--- src/rtl/cdb_arbiter.sv ---
// ---------------------------------------------------------------------------
// cdb_arbiter
// Shares the single Common Data Bus between the execution-side producers
// (index 0 = ALU, 1 = load/store buffer, 2 = branch unit). Each producer
// pushes {rob_tag, value} results into its own small FIFO. One FIFO head per
// cycle is granted round-robin and broadcast on the registered CDB outputs.
//
// Ports
//   clk        clock, all state updates on the rising edge
//   rst        asynchronous active-low reset
//   rdy        global enable; low freezes every piece of state
//   flush      branch mispredict; drops every pending result
//   req_valid  per-producer result valid
//   req_ready  per-producer FIFO has room (combinational from the counts)
//   req_tag    packed ROB tags, producer i at [i*TAG_W +: TAG_W]
//   req_data   packed values, producer i at [i*DATA_W +: DATA_W]
//   cdb_valid  one-cycle broadcast pulse (registered)
//   cdb_tag    broadcast ROB tag (registered)
//   cdb_data   broadcast value (registered)
//   cdb_src    index of the producer that was granted (registered)
// ---------------------------------------------------------------------------
module cdb_arbiter #(
  parameter int NUM_REQ   = 3,
  parameter int TAG_W     = 4,
  parameter int DATA_W    = 32,
  parameter int BUF_DEPTH = 2,
  localparam int SRC_W    = (NUM_REQ > 1) ? $clog2(NUM_REQ) : 1
) (
  input  logic                      clk,
  input  logic                      rst,
  input  logic                      rdy,
  input  logic                      flush,
  input  logic [NUM_REQ-1:0]        req_valid,
  output logic [NUM_REQ-1:0]        req_ready,
  input  logic [NUM_REQ*TAG_W-1:0]  req_tag,
  input  logic [NUM_REQ*DATA_W-1:0] req_data,
  output logic                      cdb_valid,
  output logic [TAG_W-1:0]          cdb_tag,
  output logic [DATA_W-1:0]         cdb_data,
  output logic [SRC_W-1:0]          cdb_src
);

  localparam int PTR_W = $clog2(BUF_DEPTH);
  localparam int CNT_W = $clog2(BUF_DEPTH + 1);

  logic [TAG_W-1:0]  r_memTag  [NUM_REQ][BUF_DEPTH];
  logic [DATA_W-1:0] r_memData [NUM_REQ][BUF_DEPTH];
  logic [PTR_W-1:0]  r_rdPtr   [NUM_REQ];
  logic [PTR_W-1:0]  r_wrPtr   [NUM_REQ];
  logic [CNT_W-1:0]  r_count   [NUM_REQ];
  logic [SRC_W-1:0]  r_rrPtr;

  logic              r_cdbValid;
  logic [TAG_W-1:0]  r_cdbTag;
  logic [DATA_W-1:0] r_cdbData;
  logic [SRC_W-1:0]  r_cdbSrc;

  logic [NUM_REQ-1:0] w_push;
  logic [NUM_REQ-1:0] w_pop;
  logic               w_grantValid;
  logic [SRC_W-1:0]   w_grantIdx;
  logic [SRC_W-1:0]   w_rrNext;
  logic [TAG_W-1:0]   w_headTag;
  logic [DATA_W-1:0]  w_headData;

  // (base + off) wrapped into 0..NUM_REQ-1; off never exceeds NUM_REQ-1, so a
  // single conditional subtract replaces a general modulo.
  function automatic logic [SRC_W-1:0] wrapIdx(input logic [SRC_W-1:0] base,
                                               input int off);
    int s;
    s = int'(base) + off;
    if (s >= NUM_REQ) s = s - NUM_REQ;
    return SRC_W'(s);
  endfunction

  // Ready depends only on the stored count: a full FIFO refuses a push even
  // when its head is being popped in the same cycle.
  always_comb begin
    req_ready = '0;
    for (int i = 0; i < NUM_REQ; i++) begin
      req_ready[i] = (r_count[i] < CNT_W'(BUF_DEPTH));
    end
  end

  // Round-robin search. Scanning offsets from the far end down lets the
  // smallest offset from r_rrPtr overwrite any later candidate.
  always_comb begin
    w_grantValid = 1'b0;
    w_grantIdx   = '0;
    for (int off = NUM_REQ - 1; off >= 0; off--) begin
      if (r_count[wrapIdx(r_rrPtr, off)] != '0) begin
        w_grantValid = 1'b1;
        w_grantIdx   = wrapIdx(r_rrPtr, off);
      end
    end
  end

  // Head of the granted FIFO and the pointer value that follows the grant.
  always_comb begin
    w_headTag  = r_memTag[w_grantIdx][r_rdPtr[w_grantIdx]];
    w_headData = r_memData[w_grantIdx][r_rdPtr[w_grantIdx]];
    w_rrNext   = (w_grantIdx == SRC_W'(NUM_REQ - 1)) ? '0 : w_grantIdx + SRC_W'(1);
  end

  // Push/pop strobes. A flush or a stalled cycle suppresses both, so the
  // sequential blocks can use them without re-checking rdy/flush.
  always_comb begin
    w_push = '0;
    w_pop  = '0;
    for (int i = 0; i < NUM_REQ; i++) begin
      w_push[i] = req_valid[i] & req_ready[i] & rdy & ~flush;
      w_pop[i]  = rdy & ~flush & w_grantValid & (w_grantIdx == SRC_W'(i));
    end
  end

  // FIFO storage holds only datapath values; validity lives in r_count, so
  // the arrays need no reset.
  always_ff @(posedge clk) begin
    for (int i = 0; i < NUM_REQ; i++) begin
      if (w_push[i]) begin
        r_memTag[i][r_wrPtr[i]]  <= req_tag[i*TAG_W +: TAG_W];
        r_memData[i][r_wrPtr[i]] <= req_data[i*DATA_W +: DATA_W];
      end
    end
  end

  // FIFO pointers and occupancy. Pointers wrap naturally because BUF_DEPTH
  // is a power of two. Flush empties every FIFO and restarts arbitration.
  always_ff @(posedge clk or negedge rst) begin
    if (!rst) begin
      for (int i = 0; i < NUM_REQ; i++) begin
        r_rdPtr[i] <= '0;
        r_wrPtr[i] <= '0;
        r_count[i] <= '0;
      end
      r_rrPtr <= '0;
    end else if (rdy) begin
      if (flush) begin
        for (int i = 0; i < NUM_REQ; i++) begin
          r_rdPtr[i] <= '0;
          r_wrPtr[i] <= '0;
          r_count[i] <= '0;
        end
        r_rrPtr <= '0;
      end else begin
        for (int i = 0; i < NUM_REQ; i++) begin
          if (w_push[i]) r_wrPtr[i] <= r_wrPtr[i] + PTR_W'(1);
          if (w_pop[i])  r_rdPtr[i] <= r_rdPtr[i] + PTR_W'(1);
          case ({w_push[i], w_pop[i]})
            2'b10:   r_count[i] <= r_count[i] + CNT_W'(1);
            2'b01:   r_count[i] <= r_count[i] - CNT_W'(1);
            default: r_count[i] <= r_count[i];
          endcase
        end
        if (w_grantValid) r_rrPtr <= w_rrNext;
      end
    end
  end

  // Broadcast register. When nothing is granted only the valid bit drops;
  // tag, data and source keep the last broadcast values.
  always_ff @(posedge clk or negedge rst) begin
    if (!rst) begin
      r_cdbValid <= 1'b0;
      r_cdbTag   <= '0;
      r_cdbData  <= '0;
      r_cdbSrc   <= '0;
    end else if (rdy) begin
      if (flush) begin
        r_cdbValid <= 1'b0;
      end else if (w_grantValid) begin
        r_cdbValid <= 1'b1;
        r_cdbTag   <= w_headTag;
        r_cdbData  <= w_headData;
        r_cdbSrc   <= w_grantIdx;
      end else begin
        r_cdbValid <= 1'b0;
      end
    end
  end

  assign cdb_valid = r_cdbValid;
  assign cdb_tag   = r_cdbTag;
  assign cdb_data  = r_cdbData;
  assign cdb_src   = r_cdbSrc;

endmodule

--- config.mk ---
export PLATFORM = sky130hd
export DESIGN_NAME = cdb_arbiter
export DESIGN_NICKNAME = d
export VERILOG_FILES = /design/src/rtl/cdb_arbiter.sv
export SDC_FILE = /design/constraint.sdc
export NUM_CORES = 1
export LEC_CHECK = 0
export CAP_MARGIN = 10
export CORE_UTILIZATION = 54
export CTS_CLUSTER_DIAMETER = 150
export DETAILED_ROUTE_END_ITERATION = 10
export PLACE_DENSITY = 0.79
export SLEW_MARGIN = 15
export SYNTH_ARGS = -nofsm -noshare
export SYNTH_HDL_FRONTEND = slang
export SYNTH_SLANG_ARGS = --single-unit
--- constraint.sdc ---
create_clock -name clk -period 4.26 [get_ports clk]
set_clock_uncertainty 0.15 [all_clocks]
set_input_delay 1.065 -clock clk [delete_from_list [all_inputs] [get_ports clk]]
set_output_delay 1.065 -clock clk [all_outputs]
set_load 0.02 [all_outputs]
---- After elaboration in Yosys (flattened, before gate mapping) ----
Memories as Yosys holds them, arrays and structs flattened.
Cells that the tools add are included.
storage, ports and cells
  output and inout port bits .............. 42
  memories kept ........................... 2
  bits of input ports ..................... 115
  memory bits (writable) .................. 216
  flip-flop bits (word level) ............. 53
cells by class
  reduce and logical (&&, ||, !) cells .... 28
  order comparisons ....................... 17
  equality and inequality tests ........... 8
  $add $sub $neg .......................... 18
  mux-type cells .......................... 65
  bitwise operators ....................... 23
memories
  memory     depth  bits a word  rd ports  clocked after Yosys merged registers in  wr ports  RTL line  RTL
  r_memData  3      64           1         0                                        3         47        logic [DATA_W-1:0] r_memData [NUM_REQ][BUF_DEPTH];
  r_memTag   3      8            1         0                                        3         46        logic [TAG_W-1:0] r_memTag [NUM_REQ][BUF_DEPTH];
operators with widths
  cell                                                                   count
  32-bit two-way mux                                                     6
  64-bit two-way mux                                                     3
  32-bit demux with 1-bit select                                         3
  2-bit two-way mux                                                      15
  4-bit two-way mux                                                      6
  8-bit two-way mux                                                      3
  2-bit AND reduction                                                    10
  2-bit nonzero test                                                     10
  1-bit two-way mux                                                      16
  1-bit AND                                                              14
  2-bit binary-select mux with 2-bit select                              3
  4-bit demux with 1-bit select                                          3
  3-bit >= comparator, second input constant                             4
  2-bit NOT with 3-bit output                                            4
  2-bit one-hot mux with 2 select lines                                  3
  2-bit >= comparator, second input constant                             5
  3-bit nonzero test                                                     3
  2-bit by 1-bit adder with 2-bit output, second input constant          4
  2-bit by 1-bit == test with 1-bit output, second input constant        4
  2-bit == test, second input constant                                   4
  1-bit NOT with 2-bit output                                            4
  1-bit adder, second input constant                                     6
  3-bit by 2-bit >= comparator with 1-bit output, second input constant  2
  2-bit by 1-bit < comparator with 1-bit output, second input constant   3
  12 further kinds                                                       21

---- Depth between registers and ports, before layout ----
  depth in word-level cells ............... 19
  depth in mapped cells ................... 13
  mapped depth without buffers ............ 9

---- Worst setup path after synthesis ----
OpenSTA, ideal clock, no wires.
  kind .................................... input to register
  start ................................... input flush
  end ..................................... memory r_memData[0][0] (netlist bit), enable pin
  arrival time ............................ 3.988 ns
  slack ................................... -0.352 ns
  cell stages on the path ................. 3
  path through ............................ nand2b_1 clkbuf_1 nor3_1
RTL lines
  element             RTL line  RTL
  start: declaration  32        input logic flush,
  end: declaration    47

---- Final worst setup path ----
  start ................................... register r_rrPtr[0]
  end ..................................... register r_cdbData[5] (netlist: cdb_data[5])
on the way
  longest elaborated chain between the ends .. 19
RTL lines
  element                                                                                    RTL line  RTL
  start: declaration                                                                         51        logic [SRC_W-1:0] r_rrPtr;
  start signal: assignment                                                                   155       if (w_grantValid) r_rrPtr <= w_rrNext;
  2-bit by 2-bit adder with 3-bit output                                                     71        s = int'(base) + off;
  3-bit by 2-bit >= comparator with 1-bit output / 2-bit subtractor (equally long branches)  72        if (s >= NUM_REQ) s = s - NUM_REQ;
  2-bit two-way mux                                                                          72
  2-bit NOT with 3-bit output (implied by the code)                                          91        if (r_count[wrapIdx(r_rrPtr, off)] != '0) begin
  2-bit binary-select mux with 2-bit select                                                  91
  2-bit two-way mux (implied by the code) (2 in series)                                      91
  2-bit nonzero test                                                                         91
  2-bit two-way mux (3 in series)                                                            91
  2-bit NOT with 3-bit output (implied by the code)                                          101       w_headData = r_memData[w_grantIdx][r_rdPtr[w_grantIdx]];
  1-bit binary-select mux with 2-bit select                                                  101
  1-bit two-way mux (implied by the code) (2 in series)                                      101
  1-bit NOT with 2-bit output (implied by the code)                                          101
  32-bit two-way mux (implied by the code) (3 in series)                                     101
  end signal: assignment                                                                     174       r_cdbData <= w_headData;
  end: declaration                                                                           55        logic [DATA_W-1:0] r_cdbData;
Parallel ways exist; a longest one is shown, timed or not. The select of a mux whose other input is x is not followed.
A chain may end at the register's enable or synchronous reset.

==> results.py <==
metrics = {
    "power_and_ir_drop": {
        "p_clk_share_pct": 25.3,
        "power_density_nw_per_um2": 699,
        "switching_share_pct": 34.2,
        "vdd_ir_drop_max_uv": 489,
        "seqPwrFrac_pct": 36.6,
        "p_int_mw": 6.18,
        "power_mw": 9.39,
        "p_sw_mw": 3.21,
        "p_comb_share_pct": 38.1,
        "power_leakage_nw": 5.04,
    },
    "timing": {
        "fin_crit_sh_pct": 85.3,
        "final-max-slew-violation-count": 0,
        "finalSetupTns_ns": 0,
        "slew_headroom_pct": 35.0,
        "hold_viol_final": 0,
        "clock.fmax_ghz": 0.275,
        "grt_setup_unrepaired": "no",
        "hold_ws_ns": 0.362,
        "worst_slew_pin_slew_ns": 0.976,
        "min_period_ns": 3.64,
        "setup_violations": 0,
    },
    "critical_path": {
        "critPathBufInv": 2,
        "critical_path.cell_chain": "inv_1 > ha_1 > and2_4 > o32a_4 > and4_1 > or2_4 > o211ai_4 > buf_4 > a211oi_1 > a221o_1",
        "required_ns": 4.50,
        "arrival_ns": 3.88,
        "worstSetupPathType": "reg -> reg",
        "reg2reg_slack_ns": 0.62,
        "max_stage_delay_ns": 0.55,
        "worstPathMaxFanout": 19,
        "cp-start-kind": "flop",
        "cp_slowest_cell": "o211ai_4",
        "endpoint_kind": "flop",
        "cp_top_family": "compound AO/OA/AOI/OAI gates",
    },
    "synth": {
        "synth-edff-count": 216,
        "ys_types": 55,
        "yosys.cell_count.top_type": "edfxtp_1",
        "yosys.area.top_type": "edfxtp_1",
        "async_flop_share_pct": 19.7,
        "synth.ff_latch_count": 269,
        "synth-main-ff-cell": "edfxtp_1",
        "synth_top_cells_by_area": "edfxtp_1 61%, dfrtp_1 12%, mux2i_1 7.0%",
        "netlist.area_leader.share_pct": 60.9,
        "syn_nets": 796,
        "synth.cell_area_um2": 10700,
        "ys_seq_area_share_pct": 73.3,
        "syn_inst": 678,
        "yosys_warnings": 0,
        "yosys-top-cells-count": "216 x edfxtp_1, 81 x nor2_1, 75 x mux2i_1",
        "syn_area_per_cell_um2": 15.7,
    },
    "place": {
        "hpwl_um": 15400,
        "gp_congestion": 0.973,
        "port_buffers": 156,
    },
    "grt": {
        "antenna_found_initial": 0,
        "grt_pass1_wl_um": 38200,
        "grtUsageTotal_pct": 25.2,
        "grt-ovfl-total": 0,
        "grt_max_degree": 150,
        "grt_pass1_vias": 7031,
    },
    "floorplan": {
        "design.die.area_um2": 20300,
        "row_count": 51,
        "floorplan.die.height_um": 142,
        "start_util_pct": 54.9,
        "core_area_um2": 19400,
        "die_w_um": 142,
        "pin_count": 157,
    },
    "final_layout": {
        "nNetsFinal": 960,
        "fill_cells": 1322,
        "areaGrowthSynthToFinish_pct": 26.0,
        "final_layout_size_suffix_gt1_share_pct": 9.98,
        "antenna_cells": 0,
        "final_util_pct": 69.2,
    },
    "detailed_routing": {
        "vias_per_cell": 5.83,
        "route.met3.wl_um": 1600,
        "vias": 6572,
        "drt-total-wl_um": 24800,
        "met2_length_um": 12700,
        "first_pass_iters": 5,
        "drt_iter0_markers": 481,
        "dr.max_layer_used": "met4",
        "wl_met1_um": 9630,
        "avgRoutedWirePerCell_um": 22.0,
        "drtAntennaViolNets": 0,
        "drc_errors": 0,
    },
    "clock_network": {
        "cts_tree": "yes",
        "ctsHoldBuffers": 0,
        "cts_resized": 0,
        "clock_tree.buffer_depth": 3,
        "clk_latency_ns": 0.53,
        "post_cts_buffers": 0,
        "htreeDepth": 1,
        "cts_inserted_buffers": 26,
        "cts.sinks": 269,
        "clkTransAtPathRegs_ns": 0.07,
        "cts_root_buf": "clkbuf_16",
    },
    "min_path": {
        "hold_path_class": "reg -> reg",
    },
    "job": {
        "maxCapViolCount": 0,
    },
    "run_status": {
        "status": "finished, final reports clean",
    },
}
[layout by cell type (no fill, tap or decap), types with 2 or more instances in the layout]
master and count:
edfxtp_1 216, clkdlybuf4s50_1 155, nor2_1 81, mux2i_1 75, dfrtp_1 53, a21oi_1 45, a211oi_1 37, a221o_1 36
clkbuf_16 27, buf_4 20, inv_1 12, nand2_1 8, nor3_2 6, nor3_1 6, o22ai_1 6, clkbuf_1 5
clkbuf_8 5, o21ai_0 4, clkinv_2 4, nand2b_1 3, xor2_1 3, xnor2_1 3, ha_1 3, bufinv_16 3
a211o_1 2, o21ai_1 2, nand4_1 2, a22o_1 2, nand3_1 2, clkinvlp_4 2, buf_12 2
[cell families after synthesis]
kind of cell / after synthesis / share of synthesized area (%)
flip-flops: 269 / 73.3
AO/OA/AOI/OAI: 151 / 11.0
AND/OR/NAND/NOR: 120 / 5.04
multiplexers: 75 / 7.04
buffers and inverters: 54 / 2.79
XOR/XNOR: 6 / 0.493
adder cells (fa/ha/maj): 3 / 0.352
[worst paths after layout]
path,from,end,cells past startpoint
max in group asynchronous,rst,cdb_data[30]$_DFFE_PN0P_,2
setup / recovery,r_rrPtr[0]$_DFFE_PN0P_,cdb_data[5]$_DFFE_PN0P_,10
hold / removal,cdb_tag[3]$_DFFE_PN0P_,cdb_tag[3]$_DFFE_PN0P_,1
hold reg to reg,cdb_tag[3]$_DFFE_PN0P_,cdb_tag[3]$_DFFE_PN0P_,1
setup reg to reg,r_rrPtr[0]$_DFFE_PN0P_,cdb_data[5]$_DFFE_PN0P_,10
min in group asynchronous,rst,r_count[5]$_DFFE_PN0P_,1
[per-stage QoR]
stage | instance area, µm² | setup slack [ns] | cells
4_1_cts | 13400 | 0.640 | 1127
3_3_place_gp | 12500 | 0.819 | 1079
5_1_grt | 13400 | 0.449 | 1127
6_report | 13400 | 0.624 | 1127
2_1_floorplan | 10700 | -0.352 | 678
3_5_place_dp | 12500 | 0.716 | 1079
[flip-flops by register name, summed over array words and instances (netlist names), 3 cells and up]
register	cells
r_memTag	24
r_memData	192
cdb_tag	4
r_count	6
r_rdPtr	3
cdb_data	32
r_wrPtr	3
[power groups by stage]
stage / combinational [mW] / sequential (mW) / clock (mW)
3_3_place_gp: 3.40 / 3.47 / 0
4_1_cts: 3.59 / 3.44 / 2.41
3_5_place_dp: 3.55 / 3.48 / 0
2_1_floorplan: 2.37 / 3.62 / 0
5_1_grt: 3.86 / 3.47 / 2.51
6_report: 3.58 / 3.44 / 2.37
[routing by layer]
metal / vias to the layer above / track usage (%)
met5: - / 0
met4: 0 / 11.0
met3: 54 / 3.33
met2: 287 / 43.8
met1: 3258 / 31.8
li1: 2973 / -
[area by class of cell]
class	count	area, µm²	share of cell area [%]
Sequential cell	269	7810	58.2
Multi-Input combinational cell	355	2590	19.3
Timing Repair Buffer	178	1750	13.0
Clock buffer	37	763	5.68
Tap cell	265	332	2.47
Clock inverter	11	138	1.02
Inverter	12	45.0	0.335
No activity file was read; power rests on OpenSTA's default activity.
==> patch 1: new RTL, config.mk and constraints unchanged <==
Reset style: synchronous (`rst`), changed in 2 clocked blocks. Comments in the files are not updated.
--- a/src/rtl/cdb_arbiter.sv
+++ b/src/rtl/cdb_arbiter.sv
@@ -126,7 +126,7 @@
 
   // FIFO pointers and occupancy. Pointers wrap naturally because BUF_DEPTH
   // is a power of two. Flush empties every FIFO and restarts arbitration.
-  always_ff @(posedge clk or negedge rst) begin
+  always_ff @(posedge clk) begin
     if (!rst) begin
       for (int i = 0; i < NUM_REQ; i++) begin
         r_rdPtr[i] <= '0;
@@ -159,7 +159,7 @@
 
   // Broadcast register. When nothing is granted only the valid bit drops;
   // tag, data and source keep the last broadcast values.
-  always_ff @(posedge clk or negedge rst) begin
+  always_ff @(posedge clk) begin
     if (!rst) begin
       r_cdbValid <= 1'b0;
       r_cdbTag   <= '0;
Check against the original RTL: differs if rst is asserted again (counterexample within 4 cycles, from zero or initial values and one cycle with rst low); with rst held inactive, the same outputs for 4 cycles.
==> patch 1 against the original RTL <==
Sequential cell count unchanged; utilization increased by 0.41 points; sequential share of layout area fell by 4.3 points; synthesized area up 6.8%; non-clock buffer count increased by 10; routed wire length increased by 21%; critical endpoint is now r_count[2][1]; setup slack got worse by 0.32 ns; hold slack got worse by 0.024 ns; design area is 5.9% higher.
Power is not compared: it rests on default switching activity, and its combinational part moved more than twofold at a synthesized area within 25%.
==> patch 1: results (changes against the original RTL) <==
residual DRC count=0 (unchanged); ys async rst share=0% (-20 points); Slew HR=43.2% (+8.2 points); Yosys cell types=46 (-16%); clk_lat worst skew=0.54 ns; status=finished, final reports clean; met1 GRT Util=37.0% (+5.2 points); largest net degree at the start of global routing=75 (-50%); Met1 Routed Length=11800 um (+23%); Seq/Total Area, Yosys=67.3% (-6.0 points); hold worst-path end=cdb_data[5]; worst reg2reg startpoint=r_rrPtr[0]; worst r2r dst=r_count[2][1]; reg2reg path depth=11 (+1); PortBufs=156 (unchanged); Routed WL per cell=23.4 um (+6.1%); initial antenna violation count=1 (+1); PostCTS Resize Cnt=0 (unchanged); vias in the first global route=8247 (+17%); WP data arrival=4.07 ns (+0.19 ns); Final Hold Slack=0.337 ns (-0.0242 ns); P_leak=0.00469 uW; grt met2 use=46.9% (+3.2 points); ratio of cells with drive above 1 in the final layout=11.8% (+1.8 points); critical-path maximum fanout=11 (-8); All-Layer GR Usage=28.0% (+2.8 points); slowest stage delay, CP=0.48 ns (-0.07 ns); Hold Crit Start=cdb_data[5]; post-place setup slack=0.284 ns (-0.432 ns); VDD IR-drop max=0.000406 V; global placement routability congestion=0.857 (-12%); Post-synth EDFFs=228 (+5.6%); max reg flops=192 (unchanged); first-pass GRT wire length=46300 um (+21%); CTS Buf Count=28 (+7.7%); via/cell ratio=6.38 (+9.5%); area leader, netlist=edfxtp_1; Global Route met3 Usage=4.57% (+1.2 points); Worst Hold Depth=1 (unchanged); FF-to-FF setup slack=0.31 ns (-0.32 ns); Mapped Nets=976 (+23%); DP Area=13300 um2 (+6.1%); nets=1115 (+16%); hpwl dp=17700 um (+15%); # fillers=1446 (+9.4%); Met2 Wirelength=14700 um (+16%); Synth area leaders=edfxtp_1, dfxtp_1, nor3_1; Worst path slowest cell=a41oi_4; DRT iter0 DRCs=716 (+49%); crit share post-route=92.8% (+7.5 points); most frequent cells after synthesis=edfxtp_1, nor3_1, nor2_1, clkbuf_1, a21oi_1; maximum buffer depth of the clock tree=3 (unchanged); WL met3=2490 um (+55%)
==> patch 1: cell types whose count changed after synthesis, moves of 40 or more <==
cell,delta
mux2i_1,-75
nor3_1,+69
dfrtp_1,-53
o21ai_0,+42
dfxtp_1,+41
a32o_1,+40
==> patch 1: through the flow <==
stage | total power (uW) | cells
after floorplan | 3840 | 851
after global placement | 4320 | 1230
after detailed placement | 4350 | 1230
after CTS | 6750 | 1282
after global routing | 6970 | 1282
final | 6750 | 1282
==> patch 1: cell type report <==
cell class / count / area [um2] / share of cell area (%)
clock buffer: 44 / 831 / 5.84
clock inverter: 8 / 104 / 0.730
inverter: 15 / 56.3 / 0.396
multi-input combinational: 488 / 3370 / 23.7
sequential: 269 / 7670 / 53.9
tap: 270 / 338 / 2.37
timing repair buffer: 188 / 1860 / 13.1
==> patch 1: logic make-up after synthesis <==
kind of cell,after synthesis,synth area share [%]
compound gates,256,16.7
simple gates,219,10.7
flops,269,67.3
xor+xnor,3,0.231
buf+inv,94,3.93
fa+ha+maj,10,1.10
==> patch 2: new RTL, same flow settings <==
Made on the original files. Set the parameter `NUM_REQ` to 2 (it was 3).
--- a/src/rtl/cdb_arbiter.sv
+++ b/src/rtl/cdb_arbiter.sv
@@ -20,7 +20,7 @@
 //   cdb_src    index of the producer that was granted (registered)
 // ---------------------------------------------------------------------------
 module cdb_arbiter #(
-  parameter int NUM_REQ   = 3,
+  parameter int NUM_REQ   = 2,
   parameter int TAG_W     = 4,
   parameter int DATA_W    = 32,
   parameter int BUF_DEPTH = 2,
Interface: changed (5 resized); port bits go from 157 to 118. The function was not compared with the original's and may differ.
==> patch 2 against the original RTL <==
Setup slack improved by 0.55 ns; total power decreased by 39%; synthesized cell count decreased by 26%; design area decreased by 30%; routed wire length decreased by 37%; via count decreased by 31%; sequential cell count decreased by 78; synthesized area decreased by 29%.
==> patch 2: results (changes against the original RTL) <==
first-pass GRT wire length=24500 um (-36%); DRT iter0 DRCs=377 (-22%); Hold Crit Start=cdb_data[4]; ys async rst share=24.6% (+4.9 points); Yosys cell types=38 (-31%); crit path launch=flush; CTS Buf Count=17 (-35%); maximum buffer depth of the clock tree=2 (-1); Worst Hold Depth=2 (+1); hpwl dp=9800 um (-36%); worst reg2reg startpoint=r_count[1]; PortBufs=117 (-25%); Top Family by Delay on Critical Path=simple AND/OR/NAND/NOR gates; clk_lat worst skew=0.42 ns (-0.11 ns); DP Area=8820 um2 (-30%); CTS H-Tree Depth=4 (+3); worst-margin pin slew=0.858 ns (-0.118 ns); ratio of cells with drive above 1 in the final layout=10.1% (+0.14 points); Worst path slowest cell=clkdlybuf4s50_1; reg2reg path depth=4 (-6); VDD IR-drop max=0.000295 V (-40%); Synth area leaders=edfxtp_1, dfrtp_1, a211oi_1; via/cell ratio=5.68 (-2.5%); P_leak=0.00327 uW (-35%); Synth top area share=57.5% (-3.4 points); global placement routability congestion=0.857 (-12%); hold worst-path end=cdb_data[4]; Root Driver=clkbuf_16; nets=688 (-28%); worst r2r dst=r_memData[1][40]; All-Layer GR Usage=23.0% (-2.2 points); status=finished, final reports clean; Mapped Nets=580 (-27%); most frequent cells after synthesis=edfxtp_1, nor2b_1, a211oi_1, dfrtp_1, nand2_1; FF-to-FF setup slack=1.99 ns (+1.37 ns); drt first pass iters=6 (+1); post-place setup slack=0.733 ns (+0.0171 ns); slowest stage delay, CP=0.60 ns (+0.05 ns); # fillers=890 (-33%); vias in the first global route=4680 (-33%)
[patch 2: routing by layer]
metal | track usage [%] | part of all wire, % | vias up
li1 | - | - | 2131
met1 | 29.7 | 42 | 2258
met2 | 38.6 | 52 | 134
met3 | 3.99 | 5.0 | 18
met4 | 9.30 | 1.4 | 0
met5 | 0 | 0 | -
[patch 2: worst max path at each step]
stage | to | slack (ns) | depth (start not counted)
after floorplan | r_memData[0][32] | 0.1 | 3
after global routing | r_memData[1][40] | 1.06 | 5
after CTS | r_memData[1][40] | 1.16 | 5
after detailed placement | r_memData[1][39] | 0.73 | 5
after global placement | r_memData[1][38] | 0.81 | 5
final | r_memData[1][40] | 1.17 | 5
[patch 2: worst min-delay path, cell delays in order (launching register included)]
cell     delay [ns]
dfrtp_1        0.34
nand2_1        0.05
o31ai_1        0.05
[patch 2: power breakdown]
group | switching [uW] | internal [uW]
Sequential | 263 | 2260
Clock | 697 | 934
Combinational | 874 | 690
[patch 2: area by class of cell]
cell class / instances / area share (%)
sequential: 191 / 58.4
multi-input combinational: 269 / 19.4
timing repair buffer: 126 / 13.2
clock buffer: 17 / 4.51
tap: 176 / 2.34
clock inverter: 15 / 1.95
inverter: 5 / 0.199
[patch 2: logic make-up (layout without fill, tap and decap cells)]
logic type,after synthesis,in the layout,synth area share (%)
AO/OA/AOI/OAI,134,134,13.9
XOR/XNOR,1,1,0.116
buffers and inverters,42,163,3.08
flip-flops,191,191,73.1
multiplexers,1,1,0.133
AND/OR/NAND/NOR,133,133,9.64
[patch 2: stage by stage]
step                power [uW]  util (%)  hold WS [ns]  std cells
global placement          4060      65.8         0.309        767
finish                    5710      70.4         0.326        799
floorplan                 3500         -         0.314        502
detailed placement        4120      65.8         0.317        767
global route              5970      70.4         0.357        799
CTS                       5750      70.4         0.332        799
